==> src/rtl/pipe_stage_elastic.sv <==
// Elastic inter-stage pipeline register: valid/ready handshake, optional two-entry skid buffer,
// synchronous bubble-inserting flush and saturating stall/flush event counters.
module pipe_stage_elastic #(
   parameter int unsigned WIDTH     = 32,
   parameter int unsigned SKID      = 1,
   parameter int unsigned CNT_WIDTH = 16
) (
   input  logic                 clk,
   input  logic                 reset,
   input  logic                 in_valid,
   output logic                 in_ready,
   input  logic [WIDTH-1:0]     in_data,
   input  logic                 flush,
   output logic                 out_valid,
   input  logic                 out_ready,
   output logic [WIDTH-1:0]     out_data,
   output logic [1:0]           occupancy,
   output logic [CNT_WIDTH-1:0] stall_cnt,
   output logic [CNT_WIDTH-1:0] flush_cnt
);

   // Encoding doubles as the occupancy count.
   typedef enum logic [1:0] {
      StEmpty = 2'd0,
      StFull  = 2'd1,
      StSkid  = 2'd2
   } state_e;

   state_e               state_q, state_d;
   logic [WIDTH-1:0]     main_q, main_d;
   logic [WIDTH-1:0]     skid_q, skid_d;
   logic [CNT_WIDTH-1:0] stall_cnt_q, stall_cnt_d;
   logic [CNT_WIDTH-1:0] flush_cnt_q, flush_cnt_d;
   logic                 acc, deq;

   assign out_valid = (state_q != StEmpty);
   assign out_data  = (state_q == StEmpty) ? '0 : main_q;
   assign occupancy = state_q;
   // Skid mode derives in_ready from state only, so there is no path from out_ready.
   assign in_ready  = (SKID != 0) ? (state_q != StSkid) : (!out_valid || out_ready);
   assign stall_cnt = stall_cnt_q;
   assign flush_cnt = flush_cnt_q;

   always_comb begin
      acc     = in_valid && in_ready && !flush;
      deq     = out_valid && out_ready;
      state_d = state_q;
      main_d  = main_q;
      skid_d  = skid_q;

      if (flush) begin
         state_d = StEmpty;
         main_d  = '0;
         skid_d  = '0;
      end else begin
         case (state_q)
            StEmpty: begin
               if (acc) begin
                  state_d = StFull;
                  main_d  = in_data;
               end
            end
            StFull: begin
               if (acc && deq) begin
                  main_d = in_data;
               end else if (acc && (SKID != 0)) begin
                  state_d = StSkid;
                  skid_d  = in_data;
               end else if (deq) begin
                  state_d = StEmpty;
                  main_d  = '0;
               end
            end
            StSkid: begin
               if (deq) begin
                  state_d = StFull;
                  main_d  = skid_q;
                  skid_d  = '0;
               end
            end
            default: begin
               state_d = StEmpty;
               main_d  = '0;
               skid_d  = '0;
            end
         endcase
      end
   end

   always_comb begin
      stall_cnt_d = stall_cnt_q;
      flush_cnt_d = flush_cnt_q;
      if (out_valid && !out_ready && !(&stall_cnt_q)) begin
         stall_cnt_d = stall_cnt_q + CNT_WIDTH'(1);
      end
      // Only flushes that actually discard something are counted.
      if (flush && (state_q != StEmpty) && !(&flush_cnt_q)) begin
         flush_cnt_d = flush_cnt_q + CNT_WIDTH'(1);
      end
   end

   always_ff @(posedge clk or negedge reset) begin
      if (!reset) begin
         state_q     <= StEmpty;
         main_q      <= '0;
         skid_q      <= '0;
         stall_cnt_q <= '0;
         flush_cnt_q <= '0;
      end else begin
         state_q     <= state_d;
         main_q      <= main_d;
         skid_q      <= skid_d;
         stall_cnt_q <= stall_cnt_d;
         flush_cnt_q <= flush_cnt_d;
      end
   end

endmodule

==> config.mk <==
export PLATFORM = sky130hd
export DESIGN_NAME = pipe_stage_elastic
export DESIGN_NICKNAME = d
export VERILOG_FILES = /design/src/rtl/pipe_stage_elastic.sv
export SDC_FILE = /design/constraint.sdc
export NUM_CORES = 1
export LEC_CHECK = 0
export BUFFER_PORTS_ARGS = -buffer_cell sky130_fd_sc_hd__buf_4
export CORE_MARGIN = 1
export CORE_UTILIZATION = 55
export CTS_BUF_LIST = sky130_fd_sc_hd__clkbuf_8
export CTS_CLUSTER_DIAMETER = 60
export DETAILED_ROUTE_END_ITERATION = 16
export PLACE_DENSITY = 0.86
export SLEW_MARGIN = 10
export SYNTH_ARGS = -nofsm -noshare
export SYNTH_HDL_FRONTEND = slang
export SYNTH_SLANG_ARGS = --single-unit
==> constraint.sdc <==
create_clock -name clk -period 3.85 [get_ports clk]
set_input_delay 0.1925 -clock clk [delete_from_list [all_inputs] [get_ports clk]]
set_output_delay 0.1925 -clock clk [all_outputs]
set_load 0.005 [all_outputs]
# Word level (Yosys, flattened, before mapping)
# Index checks and enable logic that the tools add are counted.
dict set report classes {
  addsub 2
  eq_ne 11
  muxes 18
  reduce_logical 19
}
# op n
set ops {}
lappend ops {{$mux 32} 9}
lappend ops {{$pmux 32 s3} 2}
lappend ops {{$add 16x1->16 const B} 2}
lappend ops {{$reduce_and 16->1} 2}
lappend ops {{$mux 2} 6}
lappend ops {{$ne 3x3->1 const B} 4}
lappend ops {{$ne 4x4->1 const B} 3}
lappend ops {{$reduce_and 4->1} 3}
lappend ops {{$logic_and 1x1->1} 8}
lappend ops {{$pmux 2 s3} 1}
lappend ops {{$logic_not 1->1} 4}
lappend ops {{$ne 2x2->1 const B} 2}
lappend ops {{$eq 2x1->1 const B} 1}
lappend ops {{$eq 2x2->1 const B} 1}
lappend ops {{$logic_not 2->1} 1}
lappend ops {{$reduce_bool 2->1} 1}
dict set report word_totals {
  reg_bits 98
  input_bits 37
  output_inout_bits 68
  word_cells 55
}

# Depth between registers and ports, before layout
# Gate-level depths: netlist of run 1.
dict set report depth {
  word_depth 7
  ltp_mapped 8
  mapped_depth_nobuf 6
}

# Least setup slack after synthesis of run 1
# OpenSTA, ideal clock, no wires.
dict set report synth_path {
  kind {reg-to-reg}
  from {register flush_cnt_q[0] (netlist: flush_cnt[0])}
  to {register flush_cnt_q[8] (netlist: flush_cnt[8])}
  setup_time_ns 0.132
  t_arrival_ns 1.542
  required_time_ns 3.718
  setup_slack_ns 2.176
  stages_incl_launch_ff 8
  path_buffers 1
  period_less_slack_ns 1.674
  path_cell_list {dfrtp_1 -> ha_1 -> nand4_1 -> nor3_4 -> a41o_1 -> buf_4 -> nor3_1 -> xor2_1}
}
dict set report synth_between {
  elab_chain_cells 3
  elab_cells_between_ends 4
  classes_between {add/sub (1); reduce/logical (3)}
}
# element line
set synth_rtl {}
lappend synth_rtl {{start, declared} 33} ;# logic [CNT_WIDTH-1:0] flush_cnt_q, flush_cnt_d;
lappend synth_rtl {{start signal, assigned} 114} ;# flush_cnt_q <= flush_cnt_d;
lappend synth_rtl {{branches (longest 3 deep; another with $add 16x1->16)} n/a}
# Several ways; the timed one is not identified.
# A chain may end at the register's enable or synchronous reset.

# Worst setup path in the final report of run 1
dict set report layout_path {
  from {register state_q[1] (netlist: occupancy[1])}
  to {output port in_ready}
}
dict set report layout_between {
  elab_chain_cells 1
}
# element line
set layout_rtl {}
lappend layout_rtl {{start, declared} 29} ;# state_e state_q, state_d;
lappend layout_rtl {{start signal, assigned} 104} ;# state_q <= StEmpty;
lappend layout_rtl {{start signal, assigned} 110} ;# state_q <= state_d;
lappend layout_rtl {{$ne 2x2->1} 40} ;# assign in_ready = (SKID != 0) ? (state_q != StSkid) : (!out_valid || out_ready);
lappend layout_rtl {{end, declared} 11} ;# output logic in_ready,
# Every way passes these cells.

==> metrics.md, run 1 <==
| Metric | Value |
|---|---|
| Wirelength, routed | 10.9 mm |
| Syn nets | 545 |
| CTS tree | yes |
| Largest net degree at the start of global routing | 65 |
| Post-synthesis sequential area ratio | 52.0% |
| Synth Area in XOR/XNOR | 4.83% |
| Synth warn | 0 |
| Max-cap violations | 0 |
| Hold path depth | 3 |
| Clock buffer depth | 2 |
| Reg2Reg Capture Point | main_q[13]$_DFFE_PN0P_ |
| Dpl cell area | 5520 um2 |
| RSZ-0062 raised after global routing | false |
| Global route overflow | 0 |
| Non-filler cells in the finished layout | 705 |
| Core region area | 8260 um2 |
| Max Slew Vio Count | 0 |
| Critical path startpoint category | register |
| Initial antenna violation count | 0 |
| First-pass GRT wire length | 17.7 mm |
| Max Clk Rate | 358 MHz |
| Setup CP Type | reg -> out |
| P_leak | 2.71 nW |
| HP Start | in_data[28] |
| Layout cells sized above 1 | 23.2% |
| Min Tclk post-route | 2790 ps |
| Status | finished, final reports clean |
| Worst Hold Class | in -> reg |
| Syn Std Cell Area | 4710 um2 |
| Dpl cells | 689 |
| Post-synth ARST share | 100% |
| Area Overhead vs Synth | 22.5% |
| Compound-Gate Fraction of Synth Area | 13.4% |
| Detailed placement HPWL | 7.39 mm |
| Simple-gate share of the synthesized area | 22.4% |
| Critical Path Fanout Max | 22 |
| PwrDens | 419 nW/um2 |
| Root Buffer | clkbuf_8 |
| Mux share of post-synthesis cell area | 3.32% |
| Synth Area in Adders | 0.531% |
| Worst-case reg-to-reg path depth | 6 |
| Final period utilization | 72.5% |
| CTS clk-pin slew, worst paths | 100 ps |
| Initial Util | 57.1% |
| Largest family of logic cells by synthesized area | simple AND/OR/NAND/NOR gates |
| Vias in the first global route | 3699 |
| Drt via density | 5.52 |
| Cells after Synth | 506 |
| WL met1 | 4.87 mm |
| I/O Buffers | 104 |
| Pre-antenna DRT Iters | 5 |
| Routed wl met2 | 5.40 mm |
| Starting DRC count in detailed routing | 251 |
| Routed wl met3 | 544 um |
| Sink Count | 98 |
| CTS H-tree lvls | 3 |
| Number of remaining DRC errors | 0 |
| Final hold slack | 92.0 ps |
| Ys flop type | dfrtp_1 |
| Die Wd | 94.6 um |
| EDFF count, synth | 0 |
| CP arrival | 2600 ps |
| Synth cell types | 42 |
| WHS Endpoint | skid_q[28]$_DFFE_PN0P_ |
| Slew headroom | 20.5% |
| Synthesized flop and latch total | 98 |
| GR Util All Layers | 25.6% |
| IR drop worst, VDD | 0.193 mV |
| Clock Latency Late Sink | 350 ps |
| Uppermost layer routed | met4 |
| Synthesized area per cell | 9.31 um2 |
| Least-Margin Pin Slew | 1190 ps |
| Layout Skew | 9.29 ps |
| Die Height | 94.6 um |
| Crit end category | output port |
| Post-DRT Antenna Nets | 0 |
| Endpoints failing hold | 0 |
| Fin util | 69.9% |
| # nets final | 635 |
| N_diodes | 0 |
| Rows | 33 |
| Via count | 3892 |
| Flop-to-flop setup slack | 1200 ps |
| Die footprint | 8940 um2 |
| Final Setup Violations | 0 |
| Required @ worst endpoint | 3660 ps |
| Wire length per cell | 15.5 um |
| Worst r2r src | occupancy[1]$_DFFE_PN0P_ |
| CTS Buf Count | 9 |
| Final setup TNS | 0 ps |
| Design Area, Final | 5770 um2 |
| RePlAce Congestion | 0.847 |
| IO Count | 105 |
| Number of gates resized after CTS | 0 |
[cells by family (layout without fill, tap and decap cells)]
logic type	after synthesis	in the layout
flops	98	98
buf+inv	34	128
simple gates	221	221
fa+ha+maj	2	2
xor+xnor	26	26
compound gates	110	110
mux	15	15
[worst max path at each step]
stage                                   from                  endpoint  slack, ps
floorplan           flush_cnt[0]$_DFFE_PN0P_  flush_cnt[8]$_DFFE_PN0P_       2180
global placement    occupancy[1]$_DFFE_PN0P_    main_q[10]$_DFFE_PN0P_       1410
detailed placement  occupancy[1]$_DFFE_PN0P_     main_q[9]$_DFFE_PN0P_       1290
CTS                 occupancy[1]$_DFFE_PN0P_                  in_ready       1070
global route        occupancy[1]$_DFFE_PN0P_                  in_ready        840
finish              occupancy[1]$_DFFE_PN0P_                  in_ready       1060
[metrics by stage]
step	setup slack [ps]	power (mW)
after floorplan	2180	1.43
after global placement	1410	1.62
after detailed placement	1290	1.65
after CTS	1070	2.43
after global routing	841	2.54
final	1060	2.42
[critical path: stages, from the launching register on]
cell and delay [ps]:
dfrtp_1 990, nor2b_2 980, inv_1 90, buf_4 170
[power breakdown]
group	internal, mW	switching [mW]	total, mW
logic	0.198	0.202	0.400
clock network	0.445	0.346	0.791
registers	1.12	0.109	1.23
[area by class of cell]
type,instances,area [um2]
Tap cell,105,131
Fill cell,656,2490
Timing Repair Buffer,110,828
Sequential cell,98,2450
Multi-Input combinational cell,374,2110
Clock buffer,10,138
Clock inverter,5,103
Inverter,3,12.5
[sequential cells by signal (all words and copies together), names as in the netlist]
register	count
occupancy	2
stall_cnt	16
flush_cnt	16
skid_q	32
main_q	32
[repair_timing]
item                                   4_1_cts  5_1_grt
hold buffers                                 1        0
setup buffers                                0        0
endpoints found under the hold margin       57        0
[Yosys cell counts, drive strengths merged, types with 2 or more instances]
cell / count / area share (%)
nand2: 114 / 9.1
dfrtp: 98 / 52
o21ai: 64 / 6.8
and2: 33 / 4.4
nor2: 28 / 2.4
a22oi: 20 / 3.2
clkbuf: 19 / 1.6
xnor2: 19 / 3.5
a21oi: 17 / 1.8
nand4: 14 / 2.0
mux2i: 13 / 2.8
buf: 12 / 1.6
nand3: 9 / 0.96
nor3: 8 / 1.4
xor2: 7 / 1.3
and3: 5 / 0.66
nor2b: 4 / 0.53
a41oi: 2 / 0.37
ha: 2 / 0.53
inv: 2 / 0.16
mux2: 2 / 0.56
o21a: 2 / 0.32
o22a: 2 / 0.37
[routing by layer]
layer	up-vias	track usage, %
met5	-	0
met4	0	8.21
met3	13	3.70
met2	122	42.8
met1	1869	34.6
li1	1888	-
[placed cells by master (no fill, tap or decap), drive strengths merged, types with 2 or more instances in the layout]
master and count:
clkinv 2, nand3 9, nor3 8, o22a 2
nor2b 4, and2 33, nand4 14, ha 2
xnor2 19, a22oi 20, mux2i 13, dfrtp 98
nand2 114, bufinv 3, buf 109, a21oi 17
o21ai 64, and3 5, nor2 28, mux2 2
xor2 7, inv 2, a41oi 2, o21a 2
clkbuf 10
Note: power is estimated with default switching activity, not from simulation.
==> run 2: changes to the inputs <==
==> constraint.sdc (replaced) <==
create_clock -name clk -period 2.7 [get_ports clk]
set_input_delay 0.135 -clock clk [delete_from_list [all_inputs] [get_ports clk]]
set_output_delay 0.135 -clock clk [all_outputs]
set_load 0.005 [all_outputs]
==> metrics.md, run 2 (synthesis results as in run 1) <==
| Metric | Value |
|---|---|
| Drt via density | 5.62 (+1.8%) |
| Max-cap violations | 0 (unchanged) |
| RSZ-0062 raised after global routing | false |
| Dpl cell area | 5590 um2 (+1.2%) |
| Required @ worst endpoint | 2910 ps (-750 ps) |
| Critical Path Fanout Max | 32 (+45%) |
| Flop-to-flop setup slack | 500 ps (-700 ps) |
| Rows | 33 (unchanged) |
| CP arrival | 2410 ps (-190 ps) |
| GR peak layer | met2 |
| PwrDens | 558 nW/um2 (+33%) |
| P_leak | 2.72 nW (+0.48%) |
| Number of gates resized after CTS | 0 (unchanged) |
| GR Util All Layers | 26.7% (+1.1 points) |
| Core region area | 8260 um2 (unchanged) |
| Starting DRC count in detailed routing | 239 (-4.8%) |
| First-pass GRT wire length | 18.3 mm (+3.8%) |
| Post-DRT Antenna Nets | 0 (unchanged) |
| Slew headroom | 59.3% (+39 points) |
| CTS clk-pin slew, worst paths | 90 ps (about the same) |
| Layout Skew | 9.94 ps (+0.644 ps) |
| Worst Setup EP | main_q[28]$_DFFE_PN0P_ |
| M3 GR Usage | 4.19% (+0.48 points) |
| Worst r2r src | occupancy[1]$_DFFE_PN0P_ |
| Worst-case reg-to-reg path depth | 5 (-1) |
| Die Wd | 94.6 um (unchanged) |
| Layout cells sized above 1 | 24.2% (+1.0 points) |
| RePlAce Congestion | 0.826 (-2.4%) |
| Final setup TNS | 0 ps (unchanged) |
| Hold-fix buffers at CTS | 1 (unchanged) |
| Least-Margin Pin Slew | 610 ps (-580 ps) |
| Die footprint | 8940 um2 (unchanged) |
| Area of the multi-input gates | 2110 um2 (unchanged) |
| Max Slew Vio Count | 0 (unchanged) |
| Reg2Reg Capture Point | main_q[28]$_DFFE_PN0P_ |
| Initial Util | 57.1% (unchanged) |
| M1 GR Usage | 35.5% (+0.90 points) |
| Via count | 4008 (+3.0%) |
| Wirelength, routed | 11.1 mm (+1.2%) |
| Most frequent cells in the layout | 115 x buf_4, 114 x nand2_1, 98 x dfrtp_1 |
| Vias in the first global route | 3881 (+4.9%) |
| # nets final | 642 (+1.1%) |
| Global route overflow | 0 (unchanged) |
| Status | finished, final reports clean |
| Register Area | 2450 um2 (unchanged) |
| Setup CP Type | reg -> reg |
| Area Overhead vs Synth | 22.7% |
| Root Buffer | clkbuf_8 |
| Worst Hold Class | in -> reg |
| Number of remaining DRC errors | 0 (unchanged) |
| CTS tree | yes |
| Biggest regs | main_q: 32 flops, skid_q: 32 flops |
| Fill count | 650 (-0.91%) |
| Crit end category | register |
| Die Height | 94.6 um (unchanged) |
| CTS Buf Count | 9 (unchanged) |
| Endpoints failing hold | 0 (unchanged) |
| Met2 usage | 44.6% (+1.8 points) |
| Largest net degree at the start of global routing | 49 (-25%) |
| Final hold slack | 22.6 ps (-69.3 ps) |
| Max Clk Rate | 455 MHz |
| Clock buffer depth | 2 (unchanged) |
| Detailed placement HPWL | 7.90 mm (+7.0%) |
| N_diodes | 0 (unchanged) |
| HP Start | out_ready |
| IO Count | 105 (unchanged) |
| Critical path startpoint category | register |
| Clock Latency Late Sink | 360 ps (about the same) |
| Min Tclk post-route | 2200 ps |
| Commonest non-fill, non-tap cell in the layout | buf_4 |
| CTS H-tree lvls | 3 (unchanged) |
| Final period utilization | 81.5% |
| Sink Count | 98 (unchanged) |
| Initial antenna violation count | 0 (unchanged) |
| Worst Setup SP | occupancy[1]$_DFFE_PN0P_ |
| Pre-antenna DRT Iters | 5 (unchanged) |
| Design Area, Final | 5780 um2 (+0.20%) |
| Post-CTS Setup Inserts | 0 (unchanged) |
| IR drop worst, VDD | 0.295 mV (+53%) |
| I/O Buffers | 104 (unchanged) |
| Wire length per cell | 15.5 um (about the same) |
| Final Setup Violations | 0 (unchanged) |
-- run 2: cell types whose count changed in the layout (fill, tap and decap cells not counted) --
cell        previous run  this run
buf_12                 0         1
buf_4                109       115
bufinv_16              3         0
clkinvlp_4             1         2
inv_6                  0         2
inv_8                  0         1
-- run 2: worst min path at each step --
stage                                     to  slack [ps]  cells past startpoint
floorplan           flush_cnt[0]$_DFFE_PN0P_        -160                      0
detailed placement  stall_cnt[6]$_DFFE_PN0P_         190                      1
CTS                 occupancy[1]$_DFFE_PN0P_           3                      2
global placement    stall_cnt[7]$_DFFE_PN0P_         170                      1
finish              occupancy[1]$_DFFE_PN0P_          20                      2
global route        occupancy[1]$_DFFE_PN0P_          10                      2
-- run 2: through the flow --
step	power (mW)	setup slack (ps)	cells	util, %
after CTS	3.25	512	713	70.0
after global placement	2.33	632	696	67.7
final	3.23	500	713	70.0
after global routing	3.40	336	713	70.0
after detailed placement	2.36	523	696	67.7
after floorplan	2.03	1030	506	-
-- run 2: area by class of cell --
type	instances	share of cell area, %
tap	105	2.27
multi-input combinational	374	36.4
sequential	98	42.4
clock inverter	6	0.844
clock buffer	10	2.38
timing repair buffer	117	15.4
inverter	3	0.216
-- run 2: where the power goes --
| group | internal, mW | leakage (nW) | switching (mW) | total (mW) |
|---|---|---|---|---|
| registers | 1.60 | 1.33 | 0.145 | 1.74 |
| logic | 0.291 | 1.30 | 0.298 | 0.590 |
| clock network | 0.372 | 0.0912 | 0.525 | 0.897 |
| total | 2.26 | 2.72 | 0.969 | 3.23 |
-- run 2: layer usage --
metal,up-vias,share of wire [%]
met3,12,5.7
met4,0,1.2
li1,1909,-
met2,131,51
met5,-,0
met1,1956,42
-- run 2: worst max-delay path, cell delays in order (launching register included) --
cell and delay, ps:
dfrtp_1 670, mux2_2 400, and2b_1 170, a21oi_1 110, or2_2 490, o21ai_0 210
==> run 3: changes to the inputs <==
--- a/config.mk
+++ b/config.mk
@@ -5,13 +5,14 @@
 export SDC_FILE = /design/constraint.sdc
 export NUM_CORES = 1
 export LEC_CHECK = 0
+export ABC_AREA = 1
 export BUFFER_PORTS_ARGS = -buffer_cell sky130_fd_sc_hd__buf_4
 export CORE_MARGIN = 1
-export CORE_UTILIZATION = 55
+export CORE_UTILIZATION = 52
 export CTS_BUF_LIST = sky130_fd_sc_hd__clkbuf_8
 export CTS_CLUSTER_DIAMETER = 60
 export DETAILED_ROUTE_END_ITERATION = 16
-export PLACE_DENSITY = 0.86
+export PLACE_DENSITY = 0.84
 export SLEW_MARGIN = 10
 export SYNTH_ARGS = -nofsm -noshare
 export SYNTH_HDL_FRONTEND = slang
==> constraint.sdc (replaced) <==
create_clock -name clk -period 1.9 [get_ports clk]
set_input_delay 0.095 -clock clk [delete_from_list [all_inputs] [get_ports clk]]
set_output_delay 0.095 -clock clk [all_outputs]
set_load 0.005 [all_outputs]
==> metrics.md, run 3 <==
| Metric | Value |
|---|---|
| Critical Path Most Common Cell | buf_4 |
| PwrDens | 764 nW/um2 (+37%) |
| CP arrival | 1670 ps (-740 ps) |
| Critical path startpoint category | register |
| Clock Latency Late Sink | 370 ps (about the same) |
| Critical Path Fanout Max | 58 (+81%) |
| # nets final | 940 (+46%) |
| Global route overflow | 0 (unchanged) |
| HP Start | in_data[7] |
| Layout Skew | 19.5 ps (+9.58 ps) |
| Post-synth ARST share | 100% (unchanged) |
| Final hold slack | 10.2 ps (-12.5 ps) |
| Design Area, Final | 6720 um2 (+16%) |
| Sink Count | 98 (unchanged) |
| EDFF count, synth | 0 (unchanged) |
| I/O Buffers | 104 (unchanged) |
| Root Buffer | clkbuf_8 |
| Synth warn | 0 (unchanged) |
| Comb power frac | 26.5% (+8.2 points) |
| Most common cell in the netlist | nand2_1 |
| Detailed placement HPWL | 8.83 mm (+12%) |
| P_leak | 3.38 nW (+24%) |
| Final setup TNS | 0 ps (unchanged) |
| IR drop worst, VDD | 0.547 mV (+85%) |
| Final period utilization | 92.7% |
| Drt via density | 5.12 (-9.0%) |
| Rows | 36 (+9.1%) |
| Fill count | 875 (+35%) |
| Post-CTS Setup Inserts | 0 (unchanged) |
| Setup CP Type | reg -> out |
| Dpl cell area | 6470 um2 (+16%) |
| CP max-delay cell | dfrtp_1 |
| Starting DRC count in detailed routing | 300 (+26%) |
| CTS tree | yes |
| Dpl cells | 1016 (+46%) |
| Fin util | 67.5% (-2.5 points) |
| Synth cell types | 22 (-48%) |
| Via count | 5317 (+33%) |
| Worst Hold Class | in -> reg |
| Clock buffer depth | 2 (unchanged) |
| Commonest non-fill, non-tap cell in the layout | nand2_1 |
| Max-cap violations | 0 (unchanged) |
| Biggest regs | main_q: 32 flops, skid_q: 32 flops |
| Core region area | 9950 um2 (+21%) |
| Int Pwr | 3.41 mW (+51%) |
| Slew headroom | 64.3% (+5.0 points) |
| Pwr Total | 5.14 mW (+59%) |
| Min Tclk post-route | 1760 ps |
| Worst r2r src | occupancy[1]$_DFFE_PN0P_ |
| Pre-CTS setup slack | 189 ps (-335 ps) |
| Cells after Synth | 790 (+56%) |
| Required @ worst endpoint | 1800 ps (-1110 ps) |
| Vias in the first global route | 4923 (+27%) |
| GR Util All Layers | 25.3% (-1.4 points) |
| Sw Share | 33.7% (+3.7 points) |
| Slowest stage delay, CP | 460 ps (-210 ps) |
| CTS H-tree lvls | 3 (unchanged) |
| N_diodes | 0 (unchanged) |
| Synth area leader | dfrtp_1 |
| Wire length per cell | 12.6 um (-19%) |
| CTS clk-pin slew, worst paths | 100 ps (about the same) |
| Power share of the sequential group | 50.0% (-3.9 points) |
| Post-synthesis sequential area ratio | 45.1% (-7.0 points) |
| RePlAce Congestion | 0.900 (+8.9%) |
| Syn Std Cell Area | 5440 um2 (+15%) |
| Top cells by area, synth | dfrtp_1 45%, nand2_1 24%, nand3_1 8.8% |
| Synthesized flop and latch total | 98 (unchanged) |
| First-pass GRT wire length | 22.6 mm (+23%) |
| Area Overhead vs Synth | 23.6% |
| CP bufs+invs | 3 (+3) |
| Die Wd | 104 um (+10%) |
| CTS Buf Count | 9 (unchanged) |
| Psw | 1.73 mW (+79%) |
| Largest net degree at the start of global routing | 99 (+100%) |
| Number of remaining DRC errors | 0 (unchanged) |
| Non-filler cells in the finished layout | 1039 (+46%) |
| Endpoints failing hold | 0 (unchanged) |
| Initial antenna violation count | 0 (unchanged) |
| IO Count | 105 (unchanged) |
| Sequence of cells on the critical path | buf_4, nor2_4, buf_12, nor2_1, buf_4 |
| Post-synth top cells | 345 x nand2_1, 98 x dfrtp_1, 96 x nand3_1, 69 x nor2_1, 57 x inv_1 |
| Layout cells sized above 1 | 17.5% (-6.6 points) |
| Wirelength, routed | 13.1 mm (+18%) |
| Status | finished, final reports clean |
| Least-Margin Pin Slew | 534 ps (-76.0 ps) |
| Most frequent cells in the layout | 345 x nand2_1, 123 x buf_4, 98 x dfrtp_1 |
| Die Height | 104 um (+10%) |
| Worst Setup SP | occupancy[1]$_DFFE_PN0P_ |
| Synthesized area per cell | 6.89 um2 (-26%) |
| Worst Slack Setup Final | 139 ps (-361 ps) |
| Syn nets | 829 (+52%) |
| Post-DRT Antenna Nets | 0 (unchanged) |
| Max Clk Rate | 568 MHz |
| Ys flop type | dfrtp_1 |
| Initial Util | 54.7% (-2.4 points) |
| Final Setup Violations | 0 (unchanged) |
| Power share of the clock group | 23.6% (-4.2 points) |
| Die footprint | 10900 um2 (+22%) |
| CP top delay family | buffers and inverters |
| RSZ-0062 raised after global routing | false |
| Top-area cell type share of the netlist area | 45.1% (-7.0 points) |
| Crit end category | output port |
| Max Slew Vio Count | 0 (unchanged) |
| Pre-antenna DRT Iters | 6 (+1) |
==> run 3: cells by family after synthesis <==
| logic type | after synthesis | synth area share, % |
|---|---|---|
| simple gates | 526 | 39.7 |
| flops | 98 | 45.1 |
| buf+inv | 97 | 7.31 |
| compound gates | 52 | 5.01 |
| xor+xnor | 15 | 2.41 |
| fa+ha+maj | 2 | 0.460 |
==> run 3: per-layer routing <==
layer / wire, um / GRT usage (%) / up-vias
met5: 0 / 0 / -
met4: 162 / 8.06 / 0
met3: 691 / 3.76 / 14
met2: 6210 / 42.5 / 162
met1: 6030 / 33.6 / 2443
li1: - / - / 2698
==> run 3: path summary, 6_finish.rpt <==
check | slack [ps] | end | cells past startpoint
setup reg to reg | 140 | main_q[2]$_DFFE_PN0P_ | 8
setup / recovery | 140 | out_data[17] | 5
max in group asynchronous | 1160 | stall_cnt[6]$_DFFE_PN0P_ | 3
min in group asynchronous | 320 | main_q[22]$_DFFE_PN0P_ | 3
hold / removal | 10 | skid_q[7]$_DFFE_PN0P_ | 3
hold reg to reg | 480 | main_q[14]$_DFFE_PN0P_ | 2
==> run 3: worst min-delay path, cell delays in order <==
cell and delay (ps):
buf_4 120, nand2_1 50, o21ai_1 60
==> run 3: power by group through the flow <==
stage / logic, mW / clock network [mW] / registers [mW]
2_1_floorplan: 0.744 / 0 / 2.57
3_3_place_gp: 1.32 / 0 / 2.60
4_1_cts: 1.37 / 1.24 / 2.57
6_report: 1.36 / 1.21 / 2.57
5_1_grt: 1.53 / 1.33 / 2.61
3_5_place_dp: 1.35 / 0 / 2.60
==> run 3: cell type report <==
class,instances,area [um2],area share [%]
Inverter,62,233,3.46
Multi-Input combinational cell,595,2610,38.8
Clock inverter,7,46.3,0.689
Sequential cell,98,2450,36.5
Tap cell,133,166,2.47
Timing Repair Buffer,135,1090,16.3
Clock buffer,9,124,1.84
==> run 3: what timing repair did <==
action / CTS / global route
setup endpoints to repair: 0 / 6
endpoints found under the hold margin: 104 / 0
hold buffers: 7 / 0
resized for setup: 0 / 2
